===== src/rtl/irq_ctrl.sv =====
// Interrupt controller: synchronizes and edge-captures N_SRC lines into PENDING and exposes
// PENDING/ENABLE/ID over AXI-Lite. Define IRQ_CTRL_SWTRIG_EN to enable the 0xC SWTRIG register.
module irq_ctrl #(
    parameter int N_SRC       = 8,
    parameter int SYNC_STAGES = 2
) (
    input  logic             clk_50_mhz,
    input  logic             rst,
    input  logic [N_SRC-1:0] irq_src,
    input  logic [3:0]       awaddr,
    input  logic             awvalid,
    output logic             awready,
    input  logic [31:0]      wdata,
    input  logic             wvalid,
    output logic             wready,
    output logic [1:0]       bresp,
    output logic             bvalid,
    input  logic             bready,
    input  logic [3:0]       araddr,
    input  logic             arvalid,
    output logic             arready,
    output logic [31:0]      rdata,
    output logic [1:0]       rresp,
    output logic             rvalid,
    input  logic             rready,
    output logic             irq_out
);

    localparam int                ARM_W    = $clog2(SYNC_STAGES + 2);
    localparam logic [ARM_W-1:0]  ARM_LOAD = ARM_W'(SYNC_STAGES + 1);
    localparam logic [1:0]        RESP_OKAY   = 2'b00;
    localparam logic [1:0]        RESP_SLVERR = 2'b10;

    logic [N_SRC-1:0] sync_q [SYNC_STAGES];
    logic [N_SRC-1:0] prev_q;
    logic [N_SRC-1:0] rise_q;
    logic [ARM_W-1:0] arm_cnt;
    logic [N_SRC-1:0] pending;
    logic [N_SRC-1:0] enable;
    logic [N_SRC-1:0] pend_nxt;
    logic [N_SRC-1:0] active;
    logic [4:0]       id_val;
    logic [31:0]      rd_mux;
    logic [1:0]       wr_sel;
    logic [1:0]       rd_sel;
    logic             wr_fire;
    logic             rd_fire;
    logic             wr_err;
    logic             rd_err;
    logic             unused_bits;

    assign wr_sel  = awaddr[3:2];
    assign rd_sel  = araddr[3:2];
    assign wr_fire = awready & awvalid & wvalid;
    assign rd_fire = arready & arvalid;
    assign active  = pending & enable;
    assign unused_bits = ^{awaddr[1:0], araddr[1:0], wdata[31:N_SRC]};

    // Lines already high when reset releases would look like rising edges as the
    // chain fills; edge detection stays disarmed until prev_q has caught up.
    always_ff @(posedge clk_50_mhz) begin
        if (rst) begin
            for (int s = 0; s < SYNC_STAGES; s++) sync_q[s] <= '0;
            prev_q  <= '0;
            rise_q  <= '0;
            arm_cnt <= ARM_LOAD;
        end else begin
            sync_q[0] <= irq_src;
            for (int s = 1; s < SYNC_STAGES; s++) sync_q[s] <= sync_q[s-1];
            prev_q <= sync_q[SYNC_STAGES-1];
            rise_q <= (arm_cnt == '0) ? (sync_q[SYNC_STAGES-1] & ~prev_q) : '0;
            if (arm_cnt != '0) arm_cnt <= arm_cnt - 1'b1;
        end
    end

`ifdef IRQ_CTRL_SWTRIG_EN
    assign wr_err = 1'b0;
    assign rd_err = 1'b0;
`else
    assign wr_err = (wr_sel == 2'd3);
    assign rd_err = (rd_sel == 2'd3);
`endif

    // Clear is applied before set so a captured edge always survives a W1C.
    always_comb begin
        pend_nxt = pending;
        if (wr_fire && wr_sel == 2'd0) pend_nxt = pend_nxt & ~wdata[N_SRC-1:0];
`ifdef IRQ_CTRL_SWTRIG_EN
        if (wr_fire && wr_sel == 2'd3) pend_nxt = pend_nxt | wdata[N_SRC-1:0];
`endif
        pend_nxt = pend_nxt | rise_q;
    end

    always_comb begin
        id_val = '0;
        for (int i = N_SRC - 1; i >= 0; i--) begin
            if (active[i]) id_val = 5'(i);
        end
    end

    always_comb begin
        rd_mux = '0;
        case (rd_sel)
            2'd0:    rd_mux = {{(32-N_SRC){1'b0}}, pending};
            2'd1:    rd_mux = {{(32-N_SRC){1'b0}}, enable};
            2'd2:    rd_mux = {|active, 26'd0, id_val};
            default: rd_mux = '0;
        endcase
    end

    always_ff @(posedge clk_50_mhz) begin
        if (rst) begin
            awready <= 1'b0;
            wready  <= 1'b0;
            bvalid  <= 1'b0;
            bresp   <= RESP_OKAY;
            arready <= 1'b0;
            rvalid  <= 1'b0;
            rdata   <= '0;
            rresp   <= RESP_OKAY;
            pending <= '0;
            enable  <= '0;
            irq_out <= 1'b0;
        end else begin
            awready <= awvalid & wvalid & ~bvalid & ~awready;
            wready  <= awvalid & wvalid & ~bvalid & ~awready;
            if (wr_fire) begin
                bvalid <= 1'b1;
                bresp  <= wr_err ? RESP_SLVERR : RESP_OKAY;
            end else if (bvalid && bready) begin
                bvalid <= 1'b0;
            end

            arready <= arvalid & ~rvalid & ~arready;
            if (rd_fire) begin
                rvalid <= 1'b1;
                rdata  <= rd_mux;
                rresp  <= rd_err ? RESP_SLVERR : RESP_OKAY;
            end else if (rvalid && rready) begin
                rvalid <= 1'b0;
            end

            if (wr_fire && wr_sel == 2'd1) enable <= wdata[N_SRC-1:0];
            pending <= pend_nxt;
            irq_out <= |active;
        end
    end

endmodule


===== config.mk =====
export PLATFORM = sky130hd
export DESIGN_NAME = irq_ctrl
export DESIGN_NICKNAME = d
export VERILOG_FILES = /design/src/rtl/irq_ctrl.sv
export SDC_FILE = /design/constraint.sdc
export NUM_CORES = 1
export LEC_CHECK = 0
export CAP_MARGIN = 20
export CELL_PAD_IN_SITES_DETAIL_PLACEMENT = 1
export CELL_PAD_IN_SITES_GLOBAL_PLACEMENT = 1
export CORE_ASPECT_RATIO = 0.6
export CORE_UTILIZATION = 25
export CTS_BUF_LIST = sky130_fd_sc_hd__clkbuf_4 sky130_fd_sc_hd__clkbuf_8
export DETAILED_ROUTE_END_ITERATION = 7
export PLACE_DENSITY = 0.68
export SETUP_SLACK_MARGIN = 0.3
export SYNTH_ARGS = -nofsm -noshare
export SYNTH_HDL_FRONTEND = slang
export SYNTH_SLANG_ARGS = --single-unit

===== constraint.sdc =====
create_clock -name clk_50_mhz -period 1.62 [get_ports clk_50_mhz]
set_input_delay 0.162 -clock clk_50_mhz [delete_from_list [all_inputs] [get_ports clk_50_mhz]]
set_output_delay 0.162 -clock clk_50_mhz [all_outputs]
set_load 0.02 [all_outputs]

Word level (Yosys, flattened, before mapping)
Memory sizes are Yosys's and may differ from the RTL's.
Cells that the tools add are included.
- flip-flop bits (word level): 75
- latch bits: 0
- bits in writable memories: 16
- memory bits (read-only): 0
- input bits: 55
- output and inout bits: 42
- logic and storage cells: 74
- memories: 1
- memory list (name ; words ; width ; rd ports ; clocked after memory_dff ; wr ports ; line ; RTL):
    sync_q ; 2 ; 8 ; 2 ; 0 ; 2 ; 34 ; logic [N_SRC-1:0] sync_q [SYNC_STAGES];
- add/subtract/negate cells: 1
- $mul: 0
- divide/modulo/power cells: 0
- magnitude comparators: 0
- equal/unequal tests: 5
- shift operators: 0
- multiplexer cells: 21
- bitwise gates (word level): 21
- reduce and logical (&&, ||, !) cells: 12
- operators by type and width (kind ; number):
    32-bit case mux with 3 select lines ; 1
    5-bit 2-to-1 mux ; 7
    8-bit AND ; 3
    8-bit 2-to-1 mux ; 3
    8-bit NOT ; 2
    1-bit AND ; 8
    8-bit OR ; 1
    8-bit OR reduction ; 1
    1-bit 2-to-1 mux ; 7
    2-bit equality test, second input constant ; 3
    2-bit logical NOT ; 3
    2-bit nonzero test ; 3
    1-bit NOT ; 5
    2-bit by 1-bit equality test with 1-bit output, second input constant ; 2
    1-bit logical AND ; 4
    2-bit 2-to-1 mux ; 2
    3-bit 2-to-1 mux ; 1
    1-bit OR ; 2
    2-bit OR reduction ; 1
    2-bit by 1-bit subtractor with 2-bit output, second input constant ; 1

Logic depth before layout (Yosys ltp)
- word-level depth: 10
- gate-level depth with buffers: 5
- depth with buffers taken out: 4

Worst setup path after synthesis
Ideal clock, no wire load.
- path kind: reg2reg
- start: register, netlist name wready
- end: register enable[1]
- setup time: 0.128 ns
- arrival: 1.300 ns
- required time: 1.492 ns
- path slack: 0.193 ns
- cell stages (with the launch flop): 6
- buffers on the path: 1
- period minus slack after synthesis: 1.427 ns
- cells stage by stage: dfxtp_1 nand3_2 or3b_1 buf_6 mux2i_1 nor2_1
- RTL lines (what ; line ; RTL):
    end signal: assignment ; 143 ; if (wr_fire && wr_sel == 2'd1) enable <= wdata[N_SRC-1:0];
    end: declaration ; 39 ; logic [N_SRC-1:0] enable;

Worst setup path after layout
- start: input port awvalid
- end: register enable[2]
- cells in the longest elaborated chain, start to end: 3
- ends and longest elaborated chain (what ; line ; RTL):
    start: declaration ; 11 ; input logic awvalid,
    1-bit AND (2 in a row) ; 54 ; assign wr_fire = awready & awvalid & wvalid;
    1-bit logical AND ; 143 ;
No other way between the ends.
A chain may end at the register's enable or synchronous reset.

==> out/metrics.cfg <==
[outcome]
status = completed

[synth]
synth_ff_type = dfxtp_1
yosysTopAreaCell = dfxtp_1
netlist_area_um2 = 2564
ys_seq_elements = 66
ys_top_cells_by_area = dfxtp_1 52%, buf_4 7.6%, nor2b_1 6.1%
synth-edff-count = 0
synth_cells = 267
ys_seq_area_share_pct = 51.54
ys_types = 40
netlist.area_leader.share_pct = 51.54
ys_warn_count = 0
avgSynthCellArea_um2 = 9.602
async_reset_ff_share_pct = 0

[sta]
worst_clock_skew_ns = 0.005022
rsz0062_at_grt = yes
fmax_ghz = 0.7341
worstMarginPinSlew_ns = 0.7269
slew_viol_final = 0
slew_headroom_pct = 51.54
setup_tns_ns = 0
finalWorstSetupSlack_ns = 0.2578
post-route-period-util_pct = 84.09
timing.hold.ws_ns = 0.3676
setup_viol_count_final = 0
hold_viol_final = 0
period_needed_ns = 1.362

[clocking]
cts_buffer_depth = 2
cts.sinks = 66
clock-root-buffer = clkbuf_8
cts_tree = yes
cts_max_level = 3
numCtsBuffers = 9
clk_pin_slew_ns = 0.07
clk_latency_ns = 0.34

[power_and_ir_drop]
switching_share_pct = 24.38
cellLeakagePower_nw = 1.436
switchingPower_w = 0.0008213
pwr-share-seq_pct = 50.0
cellInternalPower_w = 0.002547
vdd_drop_max_mv = 0.4360
powerDensity_nw_per_um2 = 1022
power_frac_clock_pct = 41.5
combPwrFrac_pct = 8.5

[global_routing]
grt_pass1_vias = 1981
met1_usage_pct = 14.17
grt_max_degree = 41
overflow = 0
grt_pass1_wl_um = 9680
grtUsageMet2_pct = 19.26
use_met3_pct = 5.682
top_usage_layer = met2
grt_usage_pct = 11.98
antenna_found_initial = 0

[job]
cap_violations = 0

[setup_path]
required_ns = 1.83
cp.arrival_ns = 1.57
startpoint_type = input pin
end_kind = flip-flop
critPathMaxFanout = 8
r2r_cells = 5
critPathKind = in2reg

[detailed_routing]
ant_nets = 0
dr.pass1.iters = 4
drc_errors = 0
avgRoutedWirePerCell_um = 12.65
vias = 1908
wl_um = 5795
drt_iter0_drc = 78
vias_per_cell = 4.166

[layout]
drive_above_1_share_pct = 13.31
nNetsFinal = 374
design_area_um2 = 3296
n_antenna_cell = 0
fill_cells = 1153
area_growth_pct = 28.55
seq_area_um2 = 1325
multi_input_area_um2 = 1027

[place]
place_area_um2 = 3067
io_buffers = 43
dp_hpwl_um = 4278
gp_congestion = 0.7670
dp_slack_ns = -0.1251

[die]
die_height_um = 80.44
start_util_pct = 25.86
io_pins = 97
core-area_um2 = 9915
rows = 28
die_area_um2 = 10680
dieWidth_um = 132.7

[hold_path]
hold_path.class = in2reg
holdPathStages = 2

## cells in the final DEF, fill, tap and decap left out, drive strengths merged, types with 9 or more instances in the layout
| master | instances |
|---|---|
| nand2 | 11 |
| conb | 25 |
| mux2i | 11 |
| a21oi | 17 |
| nor2 | 17 |
| inv | 20 |
| clkdlybuf4s50 | 25 |
| nor2b | 25 |
| dfxtp | 66 |
| dlygate4sd2 | 16 |
| buf | 12 |
| clkbuf | 10 |
| o21ai | 12 |
| a22oi | 9 |
## layout make-up
type,count,area share (%)
clock inverters,6,1.974
multi-input cells,168,31.17
repair buffers,54,15.19
flip-flops and latches,66,40.20
well taps,135,5.125
clock buffers,10,4.176
inverters,19,2.164
## cell usage after synthesis (3+ instances only)
library cell	count
a21oi_1	17
a22oi_1	9
and3b_1	8
buf_4	26
clkbuf_1	8
dfxtp_1	66
inv_1	19
mux2_2	5
mux2i_1	11
nand2_1	11
nand2b_1	3
nor2_1	17
nor2b_1	25
o21ai_0	12
## critical path, cell delays in order
cell,delay [ns]
clkdlybuf4s50_1,0.50
nand3_2,0.11
or3b_4,0.40
buf_12,0.16
mux2i_2,0.19
nor2_1,0.05
## stage by stage
step / total power [W] / utilization (%) / std cells
3_3_place_gp: 0.001996 / 30.93 / 440
5_1_grt: 0.003541 / 33.24 / 458
2_1_floorplan: 0.001930 / - / 291
6_report: 0.003368 / 33.24 / 458
3_5_place_dp: 0.002008 / 30.93 / 440
4_1_cts: 0.003420 / 33.00 / 458
## routing by layer
layer  vias to the layer above  wire (µm)
met3                         9        350
met5                         -          0
met2                        45       2626
met4                         0         70
met1                       918       2747
li1                        936          -
## timing repair
item,4_1_cts,5_1_grt
resized for setup,19,9
setup buffers,2,0
pin swaps,1,1
endpoints found under the setup margin,31,16
hold buffers,0,0
## final timing paths
path	slack [ns]	endpoint	start
hold / removal	0.37	bresp[1]	rst
setup reg to reg	0.27	enable[2]	wready
hold reg to reg	0.43	pending[0]	rise_q[0]
setup / recovery	0.26	enable[2]	awvalid
## cells by family after synthesis
group / Yosys count / share of synthesized area [%]
XOR/XNOR: 1 / 0.3417
buffers and inverters: 57 / 12.54
other: 1 / 0.1463
AO/OA/AOI/OAI: 45 / 10.54
adder cells (fa/ha/maj): 1 / 0.4880
flip-flops: 66 / 51.54
multiplexers: 16 / 6.491
AND/OR/NAND/NOR: 80 / 17.91
## flip-flops by register name, indices dropped and copies added (netlist names)
register	cells
enable	8
sync_q	16
bvalid	1
bresp	1
arm_cnt	2
rresp	1
arready	1
irq_out	1
pending	8
rvalid	1
wready	1
rise_q	8
prev_q	8
rdata	9
## power by group through the flow
stage	Combinational, W	Sequential, W	Clock, W
6_report	0.000286	0.00168	0.00140
5_1_grt	0.000320	0.00169	0.00153
4_1_cts	0.000285	0.00168	0.00145
3_5_place_dp	0.000285	0.00172	0
3_3_place_gp	0.000275	0.00172	0
2_1_floorplan	0.000206	0.00172	0
Power figures use the tool's default switching activity.
